===== src/rtl/jtsdram_bank_seq.sv =====
// Bank test scheduler: runs the enabled SDRAM bank verifiers one after another
// and repeats the full pass a requested number of times, or forever. It keeps
// sticky per-bank bad and timeout flags and reports an overall verdict.
module jtsdram_bank_seq #(
    parameter int BANKS = 4,
    parameter int BW    = 2,
    parameter int TOW   = 24,
    parameter int LOOPW = 8
) (
    input  logic             clk,
    input  logic             rst_n,
    input  logic             go,
    input  logic             abort,
    input  logic [LOOPW-1:0] loops,
    input  logic [BANKS-1:0] bank_en,
    input  logic [BANKS-1:0] bank_done,
    input  logic [BANKS-1:0] bank_bad,
    output logic [BANKS-1:0] bank_start,
    output logic [BW-1:0]    active,
    output logic             busy,
    output logic             finished,
    output logic             ok,
    output logic [BANKS-1:0] bad_mask,
    output logic [BANKS-1:0] tout_mask,
    output logic [LOOPW-1:0] pass_cnt
);

    typedef enum logic [2:0] {
        ST_IDLE   = 3'd0,
        ST_LAUNCH = 3'd1,
        ST_ARM    = 3'd2,
        ST_WAIT   = 3'd3,
        ST_NEXT   = 3'd4,
        ST_END    = 3'd5
    } state_t;

    // Index of the lowest set bit; the mask is never empty where this is used.
    function automatic logic [BW-1:0] lowest_bit(input logic [BANKS-1:0] mask);
        logic [BW-1:0] idx;
        idx = {BW{1'b0}};
        for (int i = BANKS - 1; i >= 0; i--) begin
            if (mask[i]) begin
                idx = BW'(i);
            end
        end
        return idx;
    endfunction

    // {found, index} of the lowest set bit strictly above cur.
    function automatic logic [BW:0] next_above(input logic [BANKS-1:0] mask,
                                              input logic [BW-1:0]    cur);
        logic [BW:0] res;
        res = {1'b0, {BW{1'b0}}};
        for (int i = BANKS - 1; i >= 0; i--) begin
            if (mask[i] && (i > int'(cur))) begin
                res = {1'b1, BW'(i)};
            end
        end
        return res;
    endfunction

    // One-hot vector with only bit idx set.
    function automatic logic [BANKS-1:0] onehot(input logic [BW-1:0] idx);
        return {{(BANKS-1){1'b0}}, 1'b1} << idx;
    endfunction

    state_t           state_r;
    logic [BANKS-1:0] en_r;
    logic [LOOPW-1:0] loops_r;
    logic             abort_r;
    logic [TOW-1:0]   wdog_r;

    logic [TOW-1:0]   wdog_inc_s;
    logic             wdog_full_s;
    logic [LOOPW-1:0] pass_inc_s;
    logic [BW:0]      nxt_s;
    logic [BW-1:0]    first_go_s;
    logic [BW-1:0]    first_q_s;
    logic             done_act_s;
    logic             bad_act_s;

    // Next-value helpers for the watchdog, pass counter and bank selection.
    always_comb begin
        wdog_inc_s  = wdog_r + {{(TOW-1){1'b0}}, 1'b1};
        wdog_full_s = (wdog_inc_s == {TOW{1'b1}});
        pass_inc_s  = (pass_cnt == {LOOPW{1'b1}}) ? pass_cnt
                                                  : pass_cnt + {{(LOOPW-1){1'b0}}, 1'b1};
        nxt_s       = next_above(en_r, active);
        first_go_s  = lowest_bit(bank_en);
        first_q_s   = lowest_bit(en_r);
        done_act_s  = bank_done[active];
        bad_act_s   = bank_bad[active];
    end

    // Campaign state machine; every output is a register written here.
    always_ff @(posedge clk or negedge rst_n) begin
        if (!rst_n) begin
            state_r    <= ST_IDLE;
            en_r       <= {BANKS{1'b0}};
            loops_r    <= {LOOPW{1'b0}};
            abort_r    <= 1'b0;
            wdog_r     <= {TOW{1'b0}};
            bank_start <= {BANKS{1'b0}};
            active     <= {BW{1'b0}};
            busy       <= 1'b0;
            finished   <= 1'b0;
            ok         <= 1'b0;
            bad_mask   <= {BANKS{1'b0}};
            tout_mask  <= {BANKS{1'b0}};
            pass_cnt   <= {LOOPW{1'b0}};
        end else begin
            bank_start <= {BANKS{1'b0}};
            // An abort is remembered and only acted on at the end of a bank run.
            if (busy && abort) begin
                abort_r <= 1'b1;
            end
            case (state_r)
                ST_IDLE: begin
                    if (go) begin
                        if (bank_en != {BANKS{1'b0}}) begin
                            en_r       <= bank_en;
                            loops_r    <= loops;
                            abort_r    <= 1'b0;
                            bad_mask   <= {BANKS{1'b0}};
                            tout_mask  <= {BANKS{1'b0}};
                            pass_cnt   <= {LOOPW{1'b0}};
                            finished   <= 1'b0;
                            ok         <= 1'b0;
                            busy       <= 1'b1;
                            active     <= first_go_s;
                            bank_start <= onehot(first_go_s);
                            state_r    <= ST_LAUNCH;
                        end else begin
                            finished <= 1'b1;
                            ok       <= 1'b0;
                        end
                    end
                end
                ST_LAUNCH: begin
                    wdog_r  <= {TOW{1'b0}};
                    state_r <= ST_ARM;
                end
                ST_ARM: begin
                    // The verifier's done level may still be stale here.
                    state_r <= ST_WAIT;
                end
                ST_WAIT: begin
                    wdog_r <= wdog_inc_s;
                    if (done_act_s) begin
                        if (bad_act_s) begin
                            bad_mask <= bad_mask | onehot(active);
                        end
                        state_r <= ST_NEXT;
                    end else if (wdog_full_s) begin
                        tout_mask <= tout_mask | onehot(active);
                        state_r   <= ST_NEXT;
                    end
                end
                ST_NEXT: begin
                    if (abort_r || abort) begin
                        abort_r  <= 1'b1;
                        busy     <= 1'b0;
                        finished <= 1'b1;
                        ok       <= 1'b0;
                        state_r  <= ST_END;
                    end else if (nxt_s[BW]) begin
                        active     <= nxt_s[BW-1:0];
                        bank_start <= onehot(nxt_s[BW-1:0]);
                        state_r    <= ST_LAUNCH;
                    end else begin
                        pass_cnt <= pass_inc_s;
                        if ((loops_r != {LOOPW{1'b0}}) && (pass_inc_s == loops_r)) begin
                            busy     <= 1'b0;
                            finished <= 1'b1;
                            ok       <= (bad_mask == {BANKS{1'b0}}) &&
                                        (tout_mask == {BANKS{1'b0}});
                            state_r  <= ST_END;
                        end else begin
                            active     <= first_q_s;
                            bank_start <= onehot(first_q_s);
                            state_r    <= ST_LAUNCH;
                        end
                    end
                end
                ST_END: begin
                    state_r <= ST_IDLE;
                end
                default: begin
                    state_r <= ST_IDLE;
                end
            endcase
        end
    end

endmodule

===== config.mk =====
export PLATFORM = sky130hd
export DESIGN_NAME = jtsdram_bank_seq
export DESIGN_NICKNAME = d
export VERILOG_FILES = /design/src/rtl/jtsdram_bank_seq.sv
export SDC_FILE = /design/constraint.sdc
export NUM_CORES = 1
export LEC_CHECK = 0
export CORE_MARGIN = 5
export CORE_UTILIZATION = 50
export CTS_CLUSTER_DIAMETER = 30
export DETAILED_ROUTE_END_ITERATION = 10
export GPL_ROUTABILITY_DRIVEN = 0
export PLACE_DENSITY = 0.84
export SYNTH_ARGS = -nofsm -noshare
export SYNTH_HDL_FRONTEND = slang
export SYNTH_SLANG_ARGS = --single-unit

===== constraint.sdc =====
create_clock -name clk -period 2.29 [get_ports clk]
set_input_delay 0.458 -clock clk [delete_from_list [all_inputs] [get_ports clk]]
set_output_delay 0.458 -clock clk [all_outputs]
set_load 0.005 [all_outputs]

==> Yosys cells after proc, flatten, opt, wreduce, memory -nomap -nowiden <==
Index checks and enable logic that the tools add are counted.
{ "word_totals": {"register_bits": 65, "inputBits": 24, "output_inout_bits": 25, "wordCells": 139} }
{ "op_classes": {"addsub": 2, "n_lt_le_gt_ge": 4, "eq_ne": 19, "n_shift": 4, "n_mux": 72, "bitwise_logic": 2, "reduce_logical": 23} }
{ "op_table": {"columns": ["cell", "count"], "rows": [
  ["$pmux W24 S2", 1],
  ["$mux W4", 11],
  ["$mux W8", 5],
  ["$mux W3", 10],
  ["$mux W2", 13],
  ["$reduce_and A5 Y1", 5],
  ["$add A24 B1 Y24 const B", 1],
  ["$eq A24 B24 Y1 const B", 1],
  ["$pmux W4 S2", 3],
  ["$mux W1", 20],
  ["$ne A2 B2 Y1 const B", 8],
  ["$pmux W8 S2", 1],
  ["$shl A1 B2 Y4 const A", 4],
  ["$pmux W3 S5", 1],
  ["$ne A3 B3 Y1 const B", 4],
  ["$add A8 B1 Y8 const B", 1],
  ["$eq A8 B8 Y1", 1],
  ["$eq A8 B8 Y1 const B", 1],
  ["$logic_not A4 Y1", 2],
  ["$or A4 B4 Y4", 2],
  ["$pmux W1 S2", 4],
  ["$reduce_bool A8 Y1", 1],
  ["$eq A3 B2 Y1 const B", 2],
  ["$logic_and A1 B1 Y1", 6],
  ["other kinds (13)", 18]
]} }

==> Depth between registers and ports, before layout <==
{ "logic_depth": {"ltp_word": 9, "mapped_depth": 8, "depth_no_buf": 7} }

==> Least setup slack after synthesis <==
OpenSTA, ideal clock, no wires.
{ "synth_path": {"kind": "register -> register", "start": "register pass_cnt[0]", "end": "register bank_start[2]", "setup_ps": 122, "t_arrival_ps": 2224, "required_time_ps": 2168, "setup_slack_ps": -55, "stages_incl_launch_ff": 9, "path_buffers": 1, "period_less_slack_ps": 2345, "path_cell_list": "dfrtp_1 ha_1 and3_1 buf_6 a31oi_1 o221ai_1 nor4b_2 nand3_2 a32o_1"} }
{ "synth_via": {"elab_chain_cells": 8, "word_cells_on_any_way": 9, "cone_classes": "add/sub (1); eq/ne (2); mux (5); reduce/logical (1)"} }
{ "synth_rtl": {"columns": ["element", "line", "text"], "rows": [
  ["start, declared", "25", "output logic [LOOPW-1:0] pass_cnt"],
  ["start signal, assigned", "110", "pass_cnt <= {LOOPW{1'b0}};"],
  ["start signal, assigned", "126", "pass_cnt <= {LOOPW{1'b0}};"],
  ["start signal, assigned", "171", "pass_cnt <= pass_inc_s;"],
  ["$add A8 B1 Y8 or $eq A8 B8 Y1 (tied branches)", "87, 86", null],
  ["$mux W8 *", "86", "pass_inc_s = (pass_cnt == {LOOPW{1'b1}}) ? pass_cnt"],
  ["$eq A8 B8 Y1 *", "172", "if ((loops_r != {LOOPW{1'b0}}) && (pass_inc_s == loops_r)) begin"],
  ["$logic_and A1 B1 Y1 *", "172", null],
  ["$mux W4 *", "172", null],
  ["$mux W4 *", "166", "end else if (nxt_s[BW]) begin"],
  ["$mux W4 *", "160", "if (abort_r || abort) begin"],
  ["$pmux W4 S2 *", "117", "case (state_r)"],
  ["end signal, assigned", "131", "bank_start <= onehot(first_go_s);"],
  ["end signal, assigned", "168", "bank_start <= onehot(nxt_s[BW-1:0]);"],
  ["end signal, assigned", "180", "bank_start <= onehot(first_q_s);"],
  ["end, declared", "18", "output logic [BANKS-1:0] bank_start,"]
]} }
Every way passes the cells marked *; elsewhere a longest branch is shown, timed or not.
A chain may end at the register's enable or synchronous reset.

==> Worst setup path in the final report <==
{ "layout_path": {"start": "register pass_cnt[0]", "end": "register active[1]"} }
{ "layout_via": {"elab_chain_cells": 6, "word_cells_on_any_way": 7, "cone_classes": "add/sub (1); eq/ne (3); mux (1); reduce/logical (2)"} }
{ "layout_rtl": {"columns": ["element", "line", "text"], "rows": [
  ["$add A8 B1 Y8 or $eq A8 B8 Y1 (tied branches)", "87, 86", null],
  ["$mux W8 *", "86", null],
  ["$eq A8 B8 Y1 *", "172", null],
  ["$logic_and A1 B1 Y1 *", "172", null],
  ["$ne A3 B3 Y1 (no source line) *", null, null],
  ["$reduce_and A5 Y1 (no source line) *", null, null],
  ["end signal, assigned", "130", "active <= first_go_s;"],
  ["end signal, assigned", "167", "active <= nxt_s[BW-1:0];"],
  ["end signal, assigned", "179", "active <= first_q_s;"],
  ["end, declared", "19", "output logic [BW-1:0] active,"]
]} }
Marked as above.

==> metrics.md <==
| Metric | Value |
|---|---|
| Met2 wire length | 5859 um |
| Worst Setup End Kind | flip-flop |
| Max Cap Viol | 0 |
| Power per cell area | 897.5 nW/um2 |
| Share of cells above drive strength 1 | 0.1896 |
| Core Box Area | 8093 um2 |
| Max VDD drop | 0.0007657 V |
| Slew @ Worst Pin | 0.5924 ns |
| Yosys reg bits | 65 |
| Final core occ | 0.6583 |
| Via count | 4099 |
| Outcome | completed |
| Fin nets | 599 |
| Tightest Hold Check Type | in -> async |
| Initial Util | 0.5036 |
| Slew Limit Fails | 0 |
| Combinational family with the most area after synthesis | simple AND/OR/NAND/NOR gates |
| Overall Global Routing Usage | 0.2283 |
| Max-Slew Margin vs Limit | 0.6051 |
| Critical Path, Cell by Cell | buf_4, and4_1, o2111ai_1, a211o_1, a2111oi_4, buf_4, and3_4, o211ai_1 |
| Diode count | 0 |
| Die height | 100.3 um |
| Area of the multi-input gates | 2377 um2 |
| GRT overflow | 0 |
| Initial antenna violation count | 0 |
| Vias/cell | 6.028 |
| Cell area after synthesis | 4075 um2 |
| Most frequent cells in the layout | 81 x nand2_1, 65 x dfrtp_1, 60 x buf_4 |
| Row Count | 33 |
| Commonest non-fill, non-tap cell in the layout | nand2_1 |
| CTS Hold Bufs | 0 |
| Drt initial violations | 260 |
| Yosys warns | 0 |
| Top sig layer | met4 |
| Final wirelength | 11330 um |
| Post-synth top flop | dfrtp_1 |
| Mean Syn Cell Area | 8.525 um2 |
| Register area share after synthesis | 0.3991 |
| Finish-stage setup viols | 0 |
| Number of enable flip-flop cells after synthesis | 0 |
| Yosys cell types | 64 |
| RSZ-0062 raised after global routing | yes |
| Clk_skew | 0.01849 ns |
| Mux contribution to synthesized area | 0.04391 |
| DRT Pass-1 Iters | 5 |
| Port-buffer cells | 48 |
| Tcrit/Tclk final | 0.9663 |
| Syn-to-layout area delta | 30.73% |
| Setup slack after layout | 0.07709 ns |
| # clock sinks | 65 |
| Crit Path Max Fanout | 6 |
| R2r setup slk | 0.08 ns |
| DRC errors left | 0 |
| Root buf cell | clkbuf_8 |
| Syn Nets | 505 |
| CTS clk-pin slew, worst paths | 0.08 ns |
| Crit path top cell by count | buf_4 |
| Worst Setup Start Kind | flip-flop |
| Slowest CP cell | dfrtp_1 |
| Simple-gate area share of the yosys netlist | 0.2776 |
| Share of flip-flops with an asynchronous set or reset | 1.000 |
| Vias in the first global route | 4000 |
| Maximum clock path buffer count | 2 |
| Clock Latency Late Sink | 0.36 ns |
| Seq. cell area | 1627 um2 |
| Synth Area in Compound Gates | 0.2140 |
| Endpoints failing hold | 0 |
| Adder-cell share of the synthesized area | 0.009211 |
| Minimum clock period | 2.213 ns |
| Fmax | 451.9 MHz |
| Antenna Violating Nets Remaining | 0 |
| DR WL/cell | 16.66 um |
| Fillers | 648 |
| Cells after Synth | 478 |
| CP arrival | 2.43 ns |
| H-tree depth | 3 |
| Io pins | 49 |
| Pin count of the biggest net entering global routing | 42 |
| Pre-CTS setup slack | -0.03667 ns |
| Die area | 10060 um2 |
| Leakage | 2.248 nW |
| First-pass GRT wire length | 18510 um |
| CTS tree | done |
| Max incr delay on CP | 0.36 ns |
| CTS buffer count | 9 |
| DP Wirelength | 8199 um |
| Met3 Routed Length | 691 um |
| Crit path kind | reg -> reg |
| Met1 wire length | 4517 um |
| Critical Path RT | 2.51 ns |
| XOR/XNOR Fraction of Synth Area | 0.01075 |
| DIE WIDTH | 100.3 um |
[critical path, delay by kind of cell (launching register included)]
family / cells / cell delay (ns)
AO/OA/AOI/OAI: 4 / 0.89
AND/OR/NAND/NOR: 2 / 0.48
flip-flops: 1 / 0.36
buffers and inverters: 2 / 0.35
[registers in the layout, indices dropped and copies added (netlist names)]
name        count
state_r         3
wdog_r         24
bank_start      4
bad_mask        4
en_r            4
active          2
tout_mask       4
pass_cnt        8
busy            1
loops_r         8
abort_r         1
finished        1
ok              1
[synthesized netlist by cell type (all sizes together), types with 5 or more instances]
library cell / number / area share
a31oi: 9 / 0.014
mux2i: 10 / 0.025
nor4: 5 / 0.011
a22o: 9 / 0.019
inv: 14 / 0.013
a21o: 7 / 0.013
nor2: 39 / 0.036
o21ai: 36 / 0.044
xnor2: 5 / 0.011
and4: 5 / 0.011
buf: 10 / 0.015
nand4: 15 / 0.023
and2: 7 / 0.011
o211ai: 5 / 0.0092
nand2b: 8 / 0.012
nand3: 17 / 0.023
nand2: 81 / 0.075
clkbuf: 19 / 0.018
dfrtp: 65 / 0.40
o31ai: 6 / 0.011
and3: 9 / 0.014
a21oi: 25 / 0.032
nor3: 15 / 0.024
[cell type report]
class	instances	share of cell area
Inverter	14	0.009864
Clock inverter	3	0.003758
Timing Repair Buffer	112	0.1855
Multi-Input combinational cell	370	0.4462
Clock buffer	11	0.02466
Sequential cell	65	0.3053
Tap cell	105	0.02466
[path summary, 6_finish.rpt]
path                                           from                  endpoint  depth (start not counted)
setup / recovery            pass_cnt[0]$_DFFE_PN0P_     active[1]$_DFFE_PN0P_                          8
hold / removal                                rst_n     wdog_r[4]$_DFFE_PN0P_                          1
setup reg to reg            pass_cnt[0]$_DFFE_PN0P_     active[1]$_DFFE_PN0P_                          8
hold reg to reg            tout_mask[1]$_DFFE_PN0P_  tout_mask[1]$_DFFE_PN0P_                          2
max in group asynchronous                     rst_n    state_r[0]$_DFFE_PN0P_                          2
min in group clk           tout_mask[1]$_DFFE_PN0P_  tout_mask[1]$_DFFE_PN0P_                          2
[per-stage QoR]
stage               cells   TNS [ns]  total power [mW]  area, um2  hold slack (ns)
global placement      664  -0.001912             3.763       5049           0.4872
global route          680    -0.1014             5.089       5328           0.1626
floorplan             478          0             2.987       4084           0.1624
detailed placement    664   -0.09902             3.863       5049           0.4951
finish                680          0             4.782       5328          0.09457
CTS                   679          0             4.710       5211           0.1174
[logic make-up after synthesis]
family | Yosys count
simple gates | 219
compound gates | 128
flops | 65
buf+inv | 43
mux | 15
xor+xnor | 5
fa+ha+maj | 3
[power by group]
| group | internal (mW) | switching, mW | total (mW) |
|---|---|---|---|
| registers | 1.40 | 0.292 | 1.69 |
| logic | 0.979 | 1.29 | 2.27 |
| clock network | 0.379 | 0.439 | 0.818 |
[timing repair]
| action | in CTS | in global routing |
|---|---|---|
| endpoints found under the setup margin | 6 | 16 |
| buffers inserted | 1 | 2 |
| pin swaps | 1 | 8 |
| resized for setup | 1 | 20 |
[per-layer routing]
metal / vias to the layer above / track usage
li1: 1937 / -
met2: 172 / 0.3930
met5: - / 0
met4: 0 / 0.1036
met1: 1965 / 0.2806
met3: 25 / 0.03683
Power figures use the tool's default switching activity.
==> variant 1: new RTL, same flow settings <==
Reset style: synchronous (`rst_n`), changed in one clocked block.
--- a/src/rtl/jtsdram_bank_seq.sv
+++ b/src/rtl/jtsdram_bank_seq.sv
@@ -94,5 +94,5 @@
 
     // Campaign state machine; every output is a register written here.
-    always_ff @(posedge clk or negedge rst_n) begin
+    always_ff @(posedge clk) begin
         if (!rst_n) begin
             state_r    <= ST_IDLE;
Function: differs if rst_n is asserted again (counterexample within 4 cycles, from zero or initial values and one cycle with rst_n low); with rst_n held inactive, the same outputs for 10 cycles.
==> variant 1 against the original RTL <==
  * The flow now finishes with violations (setup timing)
  * Wire length grew 2.4%
  * Setup slack got worse by 0.095 ns
  * First-iteration DRC count grew 8.1%
  * Area after synthesis shrank 4.1%
  * Design area shrank 0.68%
  * Sequential cell count did not move
  * Global-route usage increased by 0.42 points
  * Largest cell class unchanged
Power is not compared: it rests on default switching activity, and its combinational part moved more than twofold at a synthesized area within 25%.
==> variant 1: results (changes against the original RTL) <==
.. list-table::
   :header-rows: 1

   * - Metric
     - Value
   * - Outcome
     - finished with violations
   * - Non-filler instance count after layout
     - 732 (+7.6%)
   * - Detailed-placement wirelength estimate
     - 8.23 mm (+0.38%)
   * - Relative max-transition margin
     - 61.5% (+0.95 points)
   * - Total number of vias
     - 4382 (+6.9%)
   * - Count of cells along the worst register-to-register path
     - 8 (unchanged)
   * - Total setup violations reported at the end of the flow
     - 1 (+1)
   * - Number of cells after detailed placement
     - 714 (+7.5%)
   * - Sequential fraction of the synthesis area
     - 33.3% (-6.6 points)
   * - Commonest cells in the synthesized netlist
     - sky130_fd_sc_hd__nand2_1 (79), sky130_fd_sc_hd__dfxtp_1 (65), sky130_fd_sc_hd__a21oi_1 (63), sky130_fd_sc_hd__nor2_1 (51), sky130_fd_sc_hd__o21ai_0 (26)
   * - Detailed Route Iter0 Violations
     - 281 (+8.1%)
   * - Via count of the first global-routing pass
     - 4095 (+2.4%)
   * - Root Buffer
     - sky130_fd_sc_hd__clkbuf_8
   * - Global-route usage over all layers
     - 23.2% (+0.42 points)
   * - Arr. time, crit path
     - 2.60 ns (+0.17 ns)
   * - Routed wire length
     - 11.6 mm (+2.4%)
   * - End of the worst register-to-register path
     - active[0]
   * - Setup Slack @ Placement
     - -0.205 ns (-0.168 ns)
   * - Violations in the final reports
     - setup timing
   * - Nets
     - 652 (+8.8%)
   * - Global-route wire length before repair
     - 19.0 mm (+2.7%)
   * - Post-synth cell types
     - 70 (+9.4%)
   * - Worst VDD drop
     - 0.000325 V
   * - Skew final
     - 0.0136 ns (-0.00492 ns)
   * - Final setup slack of the worst path
     - -0.0184 ns (-0.0955 ns)
   * - Layout cell share with drive strength beyond 1
     - 20.6% (+1.7 points)
   * - Reg2Reg Launch Point
     - pass_cnt[1]
   * - Biggest fanout along the worst timing path
     - 7 (+1)
   * - Pin count of the biggest net entering global routing
     - 27 (-36%)
   * - Net count of the mapped netlist
     - 556 (+10%)
   * - Most common flop cell mapped by yosys
     - sky130_fd_sc_hd__dfxtp_1
   * - Post-Synthesis Mean Instance Area
     - 7.39 um2 (-13%)
   * - Total CTS buffers
     - 9 (unchanged)
   * - Clock latency on the worst-skew pair
     - 0.36 ns (about the same)
   * - Max stage delay cell, worst path
     - sky130_fd_sc_hd__or4b_4
   * - Hold crit path type
     - flop to flop
   * - Cell types occupying the most area after synthesis
     - sky130_fd_sc_hd__dfxtp_1 (33%), sky130_fd_sc_hd__a21oi_1 (8.1%), sky130_fd_sc_hd__nand2_1 (7.6%)
   * - Delay contributed by the slowest stage of the critical path
     - 0.48 ns (+0.12 ns)
   * - Async set-reset flop share out of synthesis
     - 0% (-100 points)
   * - Smallest hold slack
     - 0.488 ns (+0.393 ns)
[variant 1: changes by cell type in the layout (fill, tap and decap cells not counted), sizes merged, moves of 6 or more]
cell   unedited run  this run
a21oi            25        63
a22o              9         0
buf              65        75
dfrtp            65         0
dfxtp             0        65
mux2i            10         3
nor2             39        51
nor3             15        24
nor4              5        11
o21ai            36        27
[variant 1: area by class of cell]
class | instances | area [um2]
clock buffers | 10 | 138
multi-input cells | 414 | 2520
fillers | 599 | 2400
inverters | 12 | 45.0
flip-flops and latches | 65 | 1320
clock inverters | 6 | 88.8
repair buffers | 123 | 1050
well taps | 102 | 128
[variant 1: logic make-up (layout without fill, tap and decap cells)]
logic type	Yosys count	in the layout	synth area share (%)
flip-flops	65	65	33.3
AO/OA/AOI/OAI	147	147	23.4
adder cells (fa/ha/maj)	3	3	0.960
multiplexers	5	5	1.92
XOR/XNOR	7	7	1.57
buffers and inverters	50	151	5.76
AND/OR/NAND/NOR	252	252	33.1
[variant 1: power groups by stage]
stage          clock network (mW)  logic, mW  registers [mW]
2_1_floorplan                   0      0.252            1.21
3_3_place_gp                    0      0.395            1.22
3_5_place_dp                    0      0.406            1.22
4_1_cts                      1.13      0.410            1.20
5_1_grt                      1.18      0.452            1.20
6_report                     1.14      0.419            1.20
[variant 1: worst max-delay path by stage]
stage | slack, ns | cells past startpoint | from | endpoint
finish | -0.02 | 8 | pass_cnt[1] | active[0]
global route | -0.12 | 10 | wdog_r[0] | state_r[2]
CTS | -0.00002 | 8 | pass_cnt[1] | active[0]
detailed placement | -0.20 | 9 | wdog_r[0] | state_r[2]
global placement | -0.19 | 9 | wdog_r[0] | state_r[2]
floorplan | 0.002 | 10 | wdog_r[1] | state_r[2]
[variant 1: repair_timing]
item / CTS / global route
resized for setup: 15 / 13
hold buffers: 0 / 0
setup endpoints to repair: 15 / 14
buffers inserted: 1 / 1
pin swaps: 8 / 5
[variant 1: worst max-delay path, delay by kind of cell, from the launching register on]
| kind | cells | cell delay (ns) |
|---|---|---|
| flip-flops | 1 | 0.37 |
| AND/OR/NAND/NOR | 3 | 0.74 |
| adder cells (fa/ha/maj) | 1 | 0.17 |
| multiplexers | 1 | 0.23 |
| AO/OA/AOI/OAI | 3 | 0.73 |
[variant 1: per-stage QoR]
step	TNS, ns	power, mW	cell area, um2
finish	-0.0184	2.75	5290
global route	-0.481	2.84	5290
CTS	-0.0000178	2.74	5240
detailed placement	-2.18	1.63	4960
global placement	-1.35	1.62	4960
floorplan	0	1.46	3990
[variant 1: layer usage]
layer	vias up	part of all wire [%]	global-route usage [%]
li1	2105	-	-
met1	2043	43	29.5
met2	210	48	39.7
met3	24	7.4	4.25
met4	0	2.1	7.98
met5	-	0	0
==> variant 2: new RTL, config.mk and constraints unchanged <==
Made on the original files. Set the parameter `LOOPW` to 4 (it was 8).
--- a/src/rtl/jtsdram_bank_seq.sv
+++ b/src/rtl/jtsdram_bank_seq.sv
@@ -6,5 +6,5 @@
     parameter int BW    = 2,
     parameter int TOW   = 24,
-    parameter int LOOPW = 8
+    parameter int LOOPW = 4
 ) (
     input  logic             clk,
Ports: changed (resized loops and pass_cnt); port bits go from 49 to 41. No check against the original RTL was run, so the function may have changed too.
==> variant 2 against the original RTL <==
  * The flow now finishes with violations (setup timing)
  * Area after synthesis shrank 11%
  * Wire length is 11% lower
  * Hold slack gained 0.023 ns
  * Setup slack worse by 0.080 ns
  * Via count is 12% lower
  * Maximum frequency decreased by 3.5%
  * Total power fell by 6.2%
  * Sequential share of layout area about the same
  * Design area fell by 12%
  * Sequential cell count is 8 lower
  * Clock power increased by 3.4%
  * Die area shrank 9.7%
  * Highest routed layer unchanged
==> variant 2: results (changes against the original RTL) <==
.. list-table::
   :header-rows: 1

   * - Metric
     - Value
   * - Biggest fanout along the worst timing path
     - 4 (-2)
   * - Outcome
     - finished with violations
   * - Hold crit path type
     - input port to asynchronous set/reset pin
   * - Net count of the mapped netlist
     - 444 (-12%)
   * - Register with the most flip-flops
     - wdog_r
   * - Nets
     - 518 (-14%)
   * - Arr. time, crit path
     - 2.54 ns (+0.11 ns)
   * - Root Buffer
     - sky130_fd_sc_hd__clkbuf_8
   * - Layout cell share with drive strength beyond 1
     - 20.2% (+1.2 points)
   * - Skew final
     - 0.0111 ns (-0.00738 ns)
   * - Commonest cells in the synthesized netlist
     - sky130_fd_sc_hd__nand2_1 (59), sky130_fd_sc_hd__dfrtp_1 (57), sky130_fd_sc_hd__o21ai_0 (42), sky130_fd_sc_hd__nor2_1 (32)
   * - Pre-antenna DRT Iters
     - 5 (unchanged)
   * - Most common flop cell mapped by yosys
     - sky130_fd_sc_hd__dfrtp_1
   * - Worst VDD drop
     - 0.000688 V (-10%)
   * - Total CTS buffers
     - 9 (unchanged)
   * - Total number of vias
     - 3627 (-12%)
   * - Routed wire length
     - 10.1 mm (-11%)
   * - Pin count of the biggest net entering global routing
     - 34 (-19%)
   * - Violations in the final reports
     - setup timing
   * - Warnings, synthesis
     - 0 (unchanged)
   * - Detailed-placement wirelength estimate
     - 6.94 mm (-15%)
   * - Routed wire per std cell
     - 16.9 um (+1.2%)
   * - Number of buffers on the longest clock path
     - 2 (unchanged)
   * - Cells after synthesis
     - 421 (-12%)
   * - Total number of H-tree levels
     - 3 (unchanged)
   * - Buffers on Ports
     - 40 (-17%)
   * - Via count of the first global-routing pass
     - 3545 (-11%)
   * - CTS clock-pin slew for the worst setup and hold paths
     - 0.07 ns
   * - Diode count
     - 0 (unchanged)
   * - Total setup violations reported at the end of the flow
     - 1 (+1)
   * - Post-synth cell types
     - 70 (+9.4%)
   * - Cell types occupying the most area after synthesis
     - sky130_fd_sc_hd__dfrtp_1 (39%), sky130_fd_sc_hd__nand2_1 (6.1%), sky130_fd_sc_hd__o21ai_0 (5.8%)
   * - Number of cells after detailed placement
     - 579 (-13%)
   * - Final setup slack of the worst path
     - -0.00322 ns (-0.0803 ns)
   * - Sequential fraction of the synthesis area
     - 39.2% (-0.70 points)
   * - Static power due to leakage
     - 2.01 nW (-11%)
   * - Number of flip-flops in the largest register
     - 24 (unchanged)
   * - Detailed Route Iter0 Violations
     - 232 (-11%)
   * - Dpl cell area
     - 4320 um2 (-14%)
   * - Number of filler cells placed in the layout
     - 567 (-13%)
   * - Number of antenna violations at the first check in global routing
     - 0 (unchanged)
   * - Relative max-transition margin
     - 59.2% (-1.3 points)
   * - Async set-reset flop share out of synthesis
     - 100% (unchanged)
   * - Global-route wire length before repair
     - 16.6 mm (-10%)
   * - Clock latency on the worst-skew pair
     - 0.35 ns
   * - Global-route usage over all layers
     - 23.0% (+0.15 points)
-- variant 2: final timing paths --
path                       slack (ns)  depth (start not counted)         to        start
max reg2reg                    -0.003                          8         ok  pass_cnt[0]
max                            -0.003                          8         ok  pass_cnt[0]
min in group clk                 0.51                          1   finished     finished
min reg2reg                      0.51                          1   finished     finished
max in group asynchronous        1.58                          2  wdog_r[5]        rst_n
min                              0.12                          1  wdog_r[8]        rst_n
-- variant 2: logic make-up (layout without fill, tap and decap cells) --
kind of cell | after synthesis | after routing | share of synthesized area [%]
flip-flops | 57 | 57 | 39.2
multiplexers | 13 | 13 | 4.30
AND/OR/NAND/NOR | 185 | 185 | 26.8
buffers and inverters | 40 | 119 | 6.50
adder cells (fa/ha/maj) | 3 | 3 | 1.03
XOR/XNOR | 6 | 6 | 1.45
AO/OA/AOI/OAI | 117 | 117 | 20.7
-- variant 2: critical path: stages (launching register included) --
cell and delay (ns):
sky130_fd_sc_hd__dfrtp_1 0.38, sky130_fd_sc_hd__ha_2 0.20, sky130_fd_sc_hd__and3b_2 0.24, sky130_fd_sc_hd__or3_4 0.40
sky130_fd_sc_hd__a211oi_4 0.32, sky130_fd_sc_hd__buf_4 0.17, sky130_fd_sc_hd__o211ai_1 0.11, sky130_fd_sc_hd__and3_1 0.19
sky130_fd_sc_hd__a41o_1 0.19
-- variant 2: final cells by class --
type | instances | area, um2 | area share [%]
timing repair buffer | 88 | 776 | 16.6
tap | 99 | 124 | 2.65
sequential | 57 | 1430 | 30.5
clock buffer | 9 | 124 | 2.65
inverter | 15 | 56.3 | 1.20
clock inverter | 7 | 46.3 | 0.990
multi-input combinational | 324 | 2120 | 45.4
-- variant 2: report_power, final --
group / internal (mW) / leakage (nW) / total [mW] / switching [mW]
logic: 0.911 / 1.17 / 2.05 / 1.14
clock network: 0.389 / 0.0814 / 0.846 / 0.457
registers: 1.23 / 0.751 / 1.58 / 0.353
-- variant 2: metal layers --
metal	GRT usage, %	wire length (um)	vias up
li1	-	-	1695
met1	29.6	4120	1727
met2	39.1	5080	173
met3	3.71	671	32
met4	8.05	228	0
met5	0	0	-
-- variant 2: repair_timing --
action	4_1_cts	5_1_grt
buffers inserted	0	4
setup endpoints to repair	8	18
resized for setup	5	27
pin swaps	2	15
hold endpoints to repair	0	0
-- variant 2: per-stage QoR --
step	util (%)	setup slack, ns	TNS, ns
5_1_grt	65.2	-0.0970	-0.267
3_3_place_gp	60.2	-0.190	-0.361
4_1_cts	62.8	0.00354	0
6_report	65.2	-0.00322	-0.00322
2_1_floorplan	-	0.00139	0
3_5_place_dp	60.2	-0.241	-0.674
